**src/rtl/uart_rx_frame.sv**
```systemverilog
// 8-bit UART receiver with optional parity. Reports each completed frame as one
// pulse: UART_data_valid for a clean frame, or UART_errors_valid with {framing, parity}.
module uart_rx_frame #(
    parameter int CLKS_PER_BIT = 16,
    parameter bit PARITY_EN    = 1'b1,
    parameter bit PARITY_ODD   = 1'b0
) (
    input  logic       clk,
    input  logic       rst,
    input  logic       rx,
    output logic [7:0] UART_data,
    output logic       UART_data_valid,
    output logic [1:0] UART_errors,
    output logic       UART_errors_valid,
    output logic       busy
);

    localparam int CW = $clog2(CLKS_PER_BIT);
    localparam logic [CW-1:0] CNT_LAST = CW'(CLKS_PER_BIT - 1);
    localparam logic [CW-1:0] CNT_HALF = CW'(CLKS_PER_BIT / 2 - 1);

    typedef enum logic [2:0] {
        IDLE,
        START,
        DATA,
        PARITY,
        STOP,
        WAIT_IDLE
    } state_t;

    state_t        state;
    logic          rx_m;
    logic          rx_s;
    logic [CW-1:0] cnt;
    logic [2:0]    bit_idx;
    logic [7:0]    shift;
    logic          perr;

    always_ff @(posedge clk) begin
        if (rst) begin
            state             <= IDLE;
            rx_m              <= 1'b1;
            rx_s              <= 1'b1;
            cnt               <= '0;
            bit_idx           <= '0;
            shift             <= '0;
            perr              <= 1'b0;
            UART_data         <= '0;
            UART_data_valid   <= 1'b0;
            UART_errors       <= '0;
            UART_errors_valid <= 1'b0;
            busy              <= 1'b0;
        end else begin
            rx_m              <= rx;
            rx_s              <= rx_m;
            UART_data_valid   <= 1'b0;
            UART_errors_valid <= 1'b0;

            case (state)
                IDLE: begin
                    if (!rx_s) begin
                        state <= START;
                        cnt   <= '0;
                        busy  <= 1'b1;
                    end
                end

                START: begin
                    if (cnt == CNT_HALF) begin
                        cnt <= '0;
                        if (!rx_s) begin
                            state   <= DATA;
                            bit_idx <= '0;
                            perr    <= 1'b0;
                        end else begin
                            // start bit vanished by mid-bit: line glitch, drop it silently
                            state <= IDLE;
                            busy  <= 1'b0;
                        end
                    end else begin
                        cnt <= cnt + 1'b1;
                    end
                end

                DATA: begin
                    if (cnt == CNT_LAST) begin
                        cnt            <= '0;
                        shift[bit_idx] <= rx_s;
                        bit_idx        <= bit_idx + 3'd1;
                        if (bit_idx == 3'd7) begin
                            state <= PARITY_EN ? PARITY : STOP;
                        end
                    end else begin
                        cnt <= cnt + 1'b1;
                    end
                end

                PARITY: begin
                    if (cnt == CNT_LAST) begin
                        cnt   <= '0;
                        perr  <= ((^shift) ^ rx_s) != PARITY_ODD;
                        state <= STOP;
                    end else begin
                        cnt <= cnt + 1'b1;
                    end
                end

                STOP: begin
                    if (cnt == CNT_LAST) begin
                        cnt       <= '0;
                        UART_data <= shift;
                        if (!rx_s || perr) begin
                            UART_errors       <= {~rx_s, perr};
                            UART_errors_valid <= 1'b1;
                        end else begin
                            UART_data_valid <= 1'b1;
                        end
                        if (rx_s) begin
                            state <= IDLE;
                            busy  <= 1'b0;
                        end else begin
                            state <= WAIT_IDLE;
                        end
                    end else begin
                        cnt <= cnt + 1'b1;
                    end
                end

                WAIT_IDLE: begin
                    // break or stuck-low line: hold off until it returns high
                    if (rx_s) begin
                        state <= IDLE;
                        busy  <= 1'b0;
                    end
                end

                default: begin
                    state <= IDLE;
                    cnt   <= '0;
                    busy  <= 1'b0;
                end
            endcase
        end
    end

endmodule

```
**config.mk**
```make
export PLATFORM = sky130hd
export DESIGN_NAME = uart_rx_frame
export DESIGN_NICKNAME = d
export VERILOG_FILES = /design/src/rtl/uart_rx_frame.sv
export SDC_FILE = /design/constraint.sdc
export NUM_CORES = 1
export LEC_CHECK = 0
export CAP_MARGIN = 20
export CORE_MARGIN = 2
export CORE_UTILIZATION = 30
export CTS_BUF_LIST = sky130_fd_sc_hd__clkbuf_8
export CTS_CLUSTER_SIZE = 40
export DETAILED_ROUTE_END_ITERATION = 16
export GPL_TIMING_DRIVEN = 0
export HOLD_SLACK_MARGIN = 0.12
export PLACE_DENSITY = 0.47
export SYNTH_ARGS = -nofsm -noshare
export SYNTH_HDL_FRONTEND = slang
export SYNTH_SLANG_ARGS = --single-unit
```
**constraint.sdc**
```tcl
create_clock -name clk -period 1.85 [get_ports clk]
set_input_delay 0.2775 -clock clk [delete_from_list [all_inputs] [get_ports clk]]
set_output_delay 0.2775 -clock clk [all_outputs]
set_load 0.01 [all_outputs]
```
== Yosys cells after proc, flatten, opt, wreduce, memory -nomap -nowiden ==
Cells that the tools add are included.

* Register bits: 34
* Bits in latches: 0
* Memory bits (writable): 0
* Bits in read-only memories: 0
* Bits of input ports: 3
* Output and inout bits: 13
* Word-level logic and storage cells: 88
* Memories: 0

* Add/sub/neg operators: 2
* $mul: 0
* Divide/modulo/power cells: 0
* Order comparisons: 2
* Eq/ne operators: 16
* Shift operators: 0
* Muxes and demuxes: 32
* Bitwise gates (word level): 6
* Reductions and logical operators: 18

{| class="wikitable"
|+ Operator list
! cell !! count
|-
| $mux W3 || 11
|-
| $pmux W3 S6 || 1
|-
| $ne A2 B2 Y1 const B || 8
|-
| $pmux W4 S4 || 1
|-
| $mux W4 || 3
|-
| $reduce_and A4 Y1 || 3
|-
| $mux W1 || 10
|-
| $eq A3 B3 Y1 const B || 3
|-
| $bwmux W8 || 1
|-
| $reduce_xor A8 Y1 || 1
|-
| $reduce_and A7 Y1 || 1
|-
| $eq A3 B2 Y1 const B || 2
|-
| $pmux W3 S2 || 1
|-
| $reduce_and A2 Y1 || 3
|-
| $reduce_or A3 Y1 || 2
|-
| $not A1 Y1 || 5
|-
| $pmux W1 S5 || 1
|-
| $add A4 B1 Y4 const B || 1
|-
| $eq A4 B3 Y1 const B || 1
|-
| $eq A4 B4 Y1 const B || 1
|-
| $lt A3 B4 Y1 const B || 1
|-
| $reduce_bool A2 Y1 || 2
|-
| $add A3 B1 Y3 const B || 1
|-
| $demux W1 S3 || 1
|-
| 11 further kinds || 11
|}

== Longest topological paths before layout ==
Gate-level depths: netlist of the first run.

* Word-level depth: 5
* Mapped depth: 8

== Worst setup path before layout of the first run ==
Ideal clock, no wire load.

* Path kind: flip-flop to flip-flop
* Start point: register cnt[0]
* End point: register UART_data[6]
* Library setup time: 129 ps
* Arrival: 1473 ps
* Required time: 1721 ps
* Slack: 248 ps
* Cell stages (with the launch flop): 9
* Buffers on the path: 3
* Path through: dfxtp_1 ha_1 buf_4 nand3_2 or3_1 buf_2 buf_6 mux2i_1 nor2_1

* Cells in the longest elaborated chain, start to end: 2

{| class="wikitable"
|+ Ends and longest elaborated chain
! element !! RTL line !! RTL
|-
| from (decl) || 34 || <nowiki>logic [CW-1:0] cnt;</nowiki>
|-
| from (signal assigned) || 81 || <nowiki>cnt <= cnt + 1'b1;</nowiki>
|-
| from (signal assigned) || 94 || <nowiki>cnt <= cnt + 1'b1;</nowiki>
|-
| from (signal assigned) || 104 || <nowiki>cnt <= cnt + 1'b1;</nowiki>
|-
| $eq A4 B4 Y1 || 109 || <nowiki>if (cnt == CNT_LAST) begin</nowiki>
|-
| $reduce_and A2 Y1 (no line) || -- ||
|-
| to (signal assigned) || 111 || <nowiki>UART_data <= shift;</nowiki>
|-
| to (decl) || 11 || <nowiki>output logic [7:0] UART_data,</nowiki>
|}

No other way between the ends.
A chain may end at the register's enable or synchronous reset.

== Worst setup path in the final report of the first run ==
* Start point: register cnt[0]
* End point: register UART_data[3]

The elaborated chain is that of the path after synthesis.

==> results of run 1 <==
## layout by cell type (no fill, tap or decap), drive strengths merged, types with 2 or more instances in the layout
| cell | synthesis | final |
|---|---|---|
| dfxtp | 34 | 34 |
| nor2 | 26 | 26 |
| mux2i | 16 | 16 |
| clkdlybuf4s50 | 0 | 14 |
| clkbuf | 9 | 13 |
| a21oi | 12 | 12 |
| buf | 8 | 9 |
| nor3 | 8 | 8 |
| o21ai | 7 | 7 |
| nand2 | 6 | 6 |
| xnor2 | 6 | 6 |
| nand4 | 5 | 5 |
| or2 | 4 | 4 |
| inv | 3 | 3 |
| nand3b | 3 | 3 |
| a22oi | 3 | 3 |
| nor2b | 3 | 3 |
| nand4b | 3 | 3 |
| or3 | 3 | 3 |
| ha | 3 | 3 |
| a31oi | 2 | 2 |
| o22ai | 2 | 2 |
| clkinv | 0 | 2 |
| nand3 | 2 | 2 |
| nand2b | 2 | 2 |
| and3b | 2 | 2 |
| nor4b | 2 | 2 |
## path summary, 6_finish.rpt
| check | startpoint | endpoint | slack (ns) | cells after the start |
|---|---|---|---|---|
| worst min register to register | rx_m | rx_s | 0.40 | 1 |
| worst max-delay path | cnt[0] | UART_data[3] | 0.15 | 7 |
| worst min-delay path | rx_m | rx_s | 0.40 | 1 |
| worst max register to register | cnt[0] | UART_data[3] | 0.15 | 7 |
## per-layer routing
| layer | share of wire [%] | vias up | wire [um] |
|---|---|---|---|
| met5 | 0 | - | 0 |
| met1 | 49 | 651 | 1858 |
| met4 | 1.6 | 0 | 59 |
| li1 | - | 699 | - |
| met2 | 47 | 16 | 1768 |
| met3 | 2.9 | 6 | 111 |
## power groups by stage
stage	sequential [uW]	combinational, uW	clock (uW)
final	748	68.3	534
after detailed placement	765	69.7	0
after global placement	765	69.2	0
after floorplan	764	46.5	0
after global routing	750	78.1	591
after CTS	748	69.9	557
## worst max-delay path: cells and delay by family, from the launching register on
family | cells | cell delay (ns)
and+or+nand+nor | 3 | 0.58
DFF | 1 | 0.36
buffers and inverters | 2 | 0.31
adders and majority gates | 1 | 0.17
muxes | 1 | 0.15
## flip-flops by register name, indices dropped and copies added (netlist names), 2 cells and up
name	count
UART_data	8
state	3
cnt	4
bit_idx	3
UART_errors	2
shift	8
## per-stage QoR
stage	utilization [%]	hold slack, ns	worst slack [ns]
2_1_floorplan	-	0.3813	0.2482
3_3_place_gp	35.08	0.3938	0.09519
3_5_place_dp	35.08	0.3965	0.05544
4_1_cts	36.51	0.4056	0.02827
5_1_grt	36.79	0.4377	0.005144
6_report	36.79	0.4035	0.1542
## cells by family after synthesis
| group | after synthesis |
|---|---|
| buffers and inverters | 20 |
| flip-flops | 34 |
| AO/OA/AOI/OAI | 33 |
| adder cells (fa/ha/maj) | 3 |
| multiplexers | 16 |
| AND/OR/NAND/NOR | 75 |
| XOR/XNOR | 8 |
## final cells by class
class / instances / area (um^2)
Buffer: 15 / 85.08
Clock buffer: 5 / 68.82
Clock inverter: 2 / 10.01
Fill cell: 593 / 3481
Inverter: 3 / 11.26
Multi-Input combinational cell: 135 / 922.1
Sequential cell: 34 / 683.2
Tap cell: 72 / 90.09
Timing Repair Buffer: 16 / 155.1
## timing repair
action                                  in CTS  in global routing
endpoints found under the setup margin       0                 19
gates resized for setup                      0                  4
setup buffers                                0                  2
==> impl_metrics.py, run 1 <==
metrics = {
    "setup_path": {
        "crit_path_end_kind": "flip-flop",
        "worstPathMaxFanout": 10,
        "worstPathArrival_ns": 1.86,
        "path_common_cell": "buf_6",
        "slowest_delay_ns": 0.44,
        "cp_cell_sequence": "ha_2 -> buf_6 -> nand3_2 -> or3_1 -> buf_6 -> mux2i_1 -> nor2_1",
        "cp-start-kind": "flip-flop",
        "critPathRequiredTime_ns": 2.01,
        "cpMaxStageDelayCell": "or3_1",
        "worstSetupPathType": "flip-flop to flip-flop",
    },
    "global_route": {
        "grtUsageTotal_pct": 13.44,
        "grt_pass1_vias": 1343,
        "grt-ovfl-total": 0,
        "use_met2_pct": 20.68,
        "busiest_layer": "met2",
        "grt_max_degree": 11,
        "grt_use_met1_pct": 17.54,
        "met3_usage_pct": 4.205,
        "antenna_found_initial": 0,
        "grt_pass1_wl_um": 6410,
    },
    "logic_synthesis": {
        "synth_top_family_by_area": "simple AND/OR/NAND/NOR gates",
        "yosysMostFrequentCell": "dfxtp_1",
        "async_reset_ff_share_pct": 0,
        "synth-edff-count": 0,
        "ys_seq_area_share_pct": 40.00,
        "yosysUniqueCellTypes": 50,
        "syn_avg_cell_area_um2": 9.003,
        "yosys.area_share.xor_xnor_pct": 4.926,
        "yosysTopAreaCellShare_pct": 40.00,
        "synth.largest_area_cell": "dfxtp_1",
        "synthCells": 189,
        "yosys.area_share.simple_pct": 25.37,
        "ys.warnings.count": 0,
        "ys_ff_latch": 34,
        "synth_compound_area_share_pct": 12.13,
        "synth_fa_ha_area_share_pct": 2.206,
        "synthMuxAreaShare_pct": 9.412,
        "yosys-top-cells-count": "dfxtp_1 (34), nor2_1 (26), mux2i_1 (16)",
        "synth_ff_type": "dfxtp_1",
        "synth_area_leaders": "dfxtp_1 (40%), mux2i_1 (9.4%), nor2_1 (5.7%)",
        "syn_nets": 195,
        "syn_area_um2": 1702,
    },
    "route": {
        "ant_nets": 0,
        "num_vias": 1372,
        "drt_iter0_markers": 41,
        "wl_per_cell_um": 13.47,
        "drc": 0,
        "dr.pass1.iters": 5,
        "vias_per_cell": 4.865,
        "routed_wl_um": 3798,
    },
    "sta": {
        "report.final.slew_viol_count": 0,
        "maxSlewHeadroom_pct": 66.52,
        "grt_setup_unrepaired": "no",
        "fin_worst_skew_ns": 0.006204,
        "hold_viol_final": 0,
        "max_freq_ghz": 0.5897,
        "final.min_clock_period_ns": 1.696,
        "final-setup-viol-count": 0,
        "finalSetupTns_ns": 0,
        "tightest_slew_ns": 0.5023,
        "min_period_over_period_pct": 91.66,
    },
    "power": {
        "p_int_uw": 1022,
        "peakVddDrop_v": 0.0002474,
        "p_clk_share_pct": 39.5,
        "leakage_uw": 0.0007938,
        "swShare_pct": 24.34,
        "switchingPower_uw": 328.7,
        "power_uw": 1351,
        "powerDensity_nw_per_um2": 666.7,
        "power_frac_seq_pct": 55.4,
        "pwr-share-comb_pct": 5.1,
    },
    "layout": {
        "instances_no_fill": 282,
        "drive_above_1_share_pct": 14.76,
        "final_area_um2": 2026,
        "antenna_cells": 0,
        "fin_nets": 216,
        "area_growth_pct": 19.04,
    },
    "floorplanning": {
        "fp.coreArea_um2": 5507,
        "die_area_um2": 6291,
        "design.portCount": 16,
        "placementRows": 27,
        "fp.dieH_um": 79.32,
        "die_w_um": 79.32,
        "start_util_pct": 30.90,
    },
    "clocking": {
        "clk_pin_slew_ns": 0.07,
        "clock-root-buffer": "clkbuf_8",
        "clock_path_buffers": 2,
        "cts_made_buffers": 5,
        "worstSkewPairLatency_ns": 0.29,
        "htree_levels": 2,
        "cts_tree": "done",
        "hold_buffers": 0,
        "clock_sinks": 34,
    },
    "run": {
        "drv_cap": 0,
    },
    "outcome": {
        "status": "finished, final reports clean",
    },
    "place": {
        "io_buffers": 14,
        "post-dp-hpwl_um": 2621,
        "routabilityCongestion": 0.7800,
        "dpl-instance-area_um2": 1932,
        "dp.cells": 275,
    },
    "hold_path": {
        "min_path_type": "flip-flop to flip-flop",
    },
}
(Power assumes the default switching activity.)
==> run 2: changes to the inputs <==
--- a/config.mk
+++ b/config.mk
@@ -7,13 +7,13 @@
 export LEC_CHECK = 0
 export CAP_MARGIN = 20
 export CORE_MARGIN = 2
-export CORE_UTILIZATION = 30
+export CORE_UTILIZATION = 40
 export CTS_BUF_LIST = sky130_fd_sc_hd__clkbuf_8
 export CTS_CLUSTER_SIZE = 40
 export DETAILED_ROUTE_END_ITERATION = 16
 export GPL_TIMING_DRIVEN = 0
 export HOLD_SLACK_MARGIN = 0.12
-export PLACE_DENSITY = 0.47
+export PLACE_DENSITY = 0.59
 export SYNTH_ARGS = -nofsm -noshare
 export SYNTH_HDL_FRONTEND = slang
 export SYNTH_SLANG_ARGS = --single-unit
==> run 2 against run 1 <==
Compared with the run above:
- maximum frequency fell by 1.5%
- register-to-register slack got worse by 0.03 ns
- critical path type unchanged
- highest routed layer unchanged
- critical endpoint is now UART_data[2]
- clock skew fell by 0.0041 ns
- first-iteration DRC count rose by 71%
- sequential share of layout area rose by 0.53 points
- critical path depth rose by 1
==> impl_metrics.py, run 2 (same netlist as run 1, synthesis figures left out) <==
metrics = {
    "place": {
        "post-dp-hpwl_um": 2549,
        "dpl-instance-area_um2": 1904,
        "io_buffers": 14,
        "pre_cts_ws_ns": 0.08219,
        "routabilityCongestion": 0.8598,
    },
    "route": {
        "met1_length_um": 1708,
        "dr.pass1.iters": 4,
        "wl_per_cell_um": 13.97,
        "drc": 0,
        "wl_met3_um": 170,
        "drt_iter0_markers": 70,
        "num_vias": 1391,
        "ant_nets": 0,
        "routed_wl_um": 3632,
        "met2WireLength_um": 1695,
        "vias_per_cell": 5.350,
        "top_layer": "met4",
    },
    "setup_path": {
        "cpMaxStageDelayCell": "dfxtp_2",
        "crit_cells": 8,
        "cp_top_family": "simple AND/OR/NAND/NOR gates",
        "critPathRequiredTime_ns": 2.01,
        "worstPathMaxFanout": 10,
        "crit_path_end_kind": "flip-flop",
        "cp_cell_sequence": "ha_1 -> buf_4 -> nand3_2 -> or3_1 -> buf_2 -> buf_6 -> mux2i_1 -> nor2_1",
        "cp-start-kind": "flip-flop",
        "r2r_cells": 8,
        "critical_path_buf_inv_count": 3,
        "worstPathArrival_ns": 1.88,
        "worstSetupPathType": "flip-flop to flip-flop",
        "slowest_delay_ns": 0.35,
    },
    "floorplanning": {
        "die_w_um": 69.23,
        "fp.coreArea_um2": 4058,
        "design.portCount": 16,
        "placementRows": 23,
        "fp.dieH_um": 69.23,
        "die_area_um2": 4792,
        "start_util_pct": 41.94,
    },
    "layout": {
        "fin_nets": 215,
        "area_growth_pct": 17.21,
        "drive_above_1_share_pct": 13.81,
        "final_area_um2": 1994,
        "final-seq-area_um2": 683.2,
        "final_common_cell": "dfxtp_1",
        "multi_input_area_um2": 919.6,
        "fill_cells": 387,
        "antenna_cells": 0,
        "reg_top3": "UART_data (8), shift (8), cnt (4)",
        "final_cell_mix": "dfxtp_1 (32), nor2_1 (26), mux2i_1 (16), clkdlybuf4s50_1 (14), a21oi_1 (10)",
    },
    "sta": {
        "hold_viol_final": 0,
        "grt_setup_unrepaired": "no",
        "max_freq_ghz": 0.5809,
        "maxSlewHeadroom_pct": 65.93,
        "finalSetupTns_ns": 0,
        "final-setup-viol-count": 0,
        "report.final.slew_viol_count": 0,
        "final.min_clock_period_ns": 1.722,
        "setup_ws_ns": 0.1285,
        "min_period_over_period_pct": 93.06,
        "tightest_slew_ns": 0.5111,
        "fin_worst_skew_ns": 0.002143,
    },
    "power": {
        "powerDensity_nw_per_um2": 689.6,
        "leakage_uw": 0.0007960,
        "power_uw": 1375,
        "peakVddDrop_v": 0.0004555,
    },
    "hold_path": {
        "hold_depth": 1,
        "min_path_type": "flip-flop to flip-flop",
    },
    "outcome": {
        "status": "finished, final reports clean",
    },
    "clocking": {
        "worstSkewPairLatency_ns": 0.28,
        "clock_path_buffers": 2,
        "cts_tree": "done",
        "clk_pin_slew_ns": 0.07,
        "htree_levels": 2,
        "clock-root-buffer": "clkbuf_8",
        "clock_sinks": 34,
        "cts_made_buffers": 5,
        "hold_buffers": 0,
    },
    "global_route": {
        "grt-ovfl-total": 0,
        "grtUsageTotal_pct": 16.34,
        "grt_max_degree": 11,
        "grt_pass1_wl_um": 6437,
        "antenna_found_initial": 0,
        "grt_pass1_vias": 1380,
    },
    "run": {
        "drv_cap": 0,
    },
}
## run 2: changes by cell type in the layout (fill, tap and decap cells not counted), sizes merged
cell | before | now
buf | 9 | 8
clkbuf | 13 | 14
inv | 3 | 4
clkinv | 2 | 1
## run 2: what timing repair did
| action | 4_1_cts | 5_1_grt |
|---|---|---|
| buffers inserted | 0 | 0 |
| setup endpoints to repair | 0 | 11 |
| gates resized for setup | 0 | 2 |
## run 2: metrics by stage
step	hold WS, ns	utilization (%)	instances
after global placement	0.3961	46.93	253
after floorplan	0.3813	-	189
after detailed placement	0.3978	46.93	253
after CTS	0.4140	49.18	261
final	0.4103	49.15	260
after global routing	0.4273	49.15	260
## run 2: path summary, 6_finish.rpt
path	slack, ns	end	startpoint
worst max-delay path	0.13	UART_data[2]	cnt[0]
worst min-delay path	0.41	rx_s	rx_m
worst max register to register	0.13	UART_data[2]	cnt[0]
worst min register to register	0.41	rx_s	rx_m
## run 2: layer usage
| layer | track usage (%) | vias up |
|---|---|---|
| li1 | - | 699 |
| met1 | 20.89 | 651 |
| met2 | 26.60 | 34 |
| met3 | 4.070 | 7 |
| met4 | 6.100 | 0 |
| met5 | 0 | - |
## run 2: cell type report
type | instances | area share, %
Buffer | 16 | 4.329
Clock buffer | 6 | 4.141
Clock inverter | 2 | 0.4391
Inverter | 3 | 0.5646
Multi-Input combinational cell | 135 | 46.11
Sequential cell | 34 | 34.25
Tap cell | 50 | 3.137
Timing Repair Buffer | 14 | 7.026
## run 2: where the power goes
| part | switching, uW | internal, uW | leakage, uW |
|---|---|---|---|
| Clock | 265 | 295 | 0.0000524 |
| Sequential | 7.48 | 741 | 0.000276 |
| Combinational | 39.5 | 28.4 | 0.000468 |
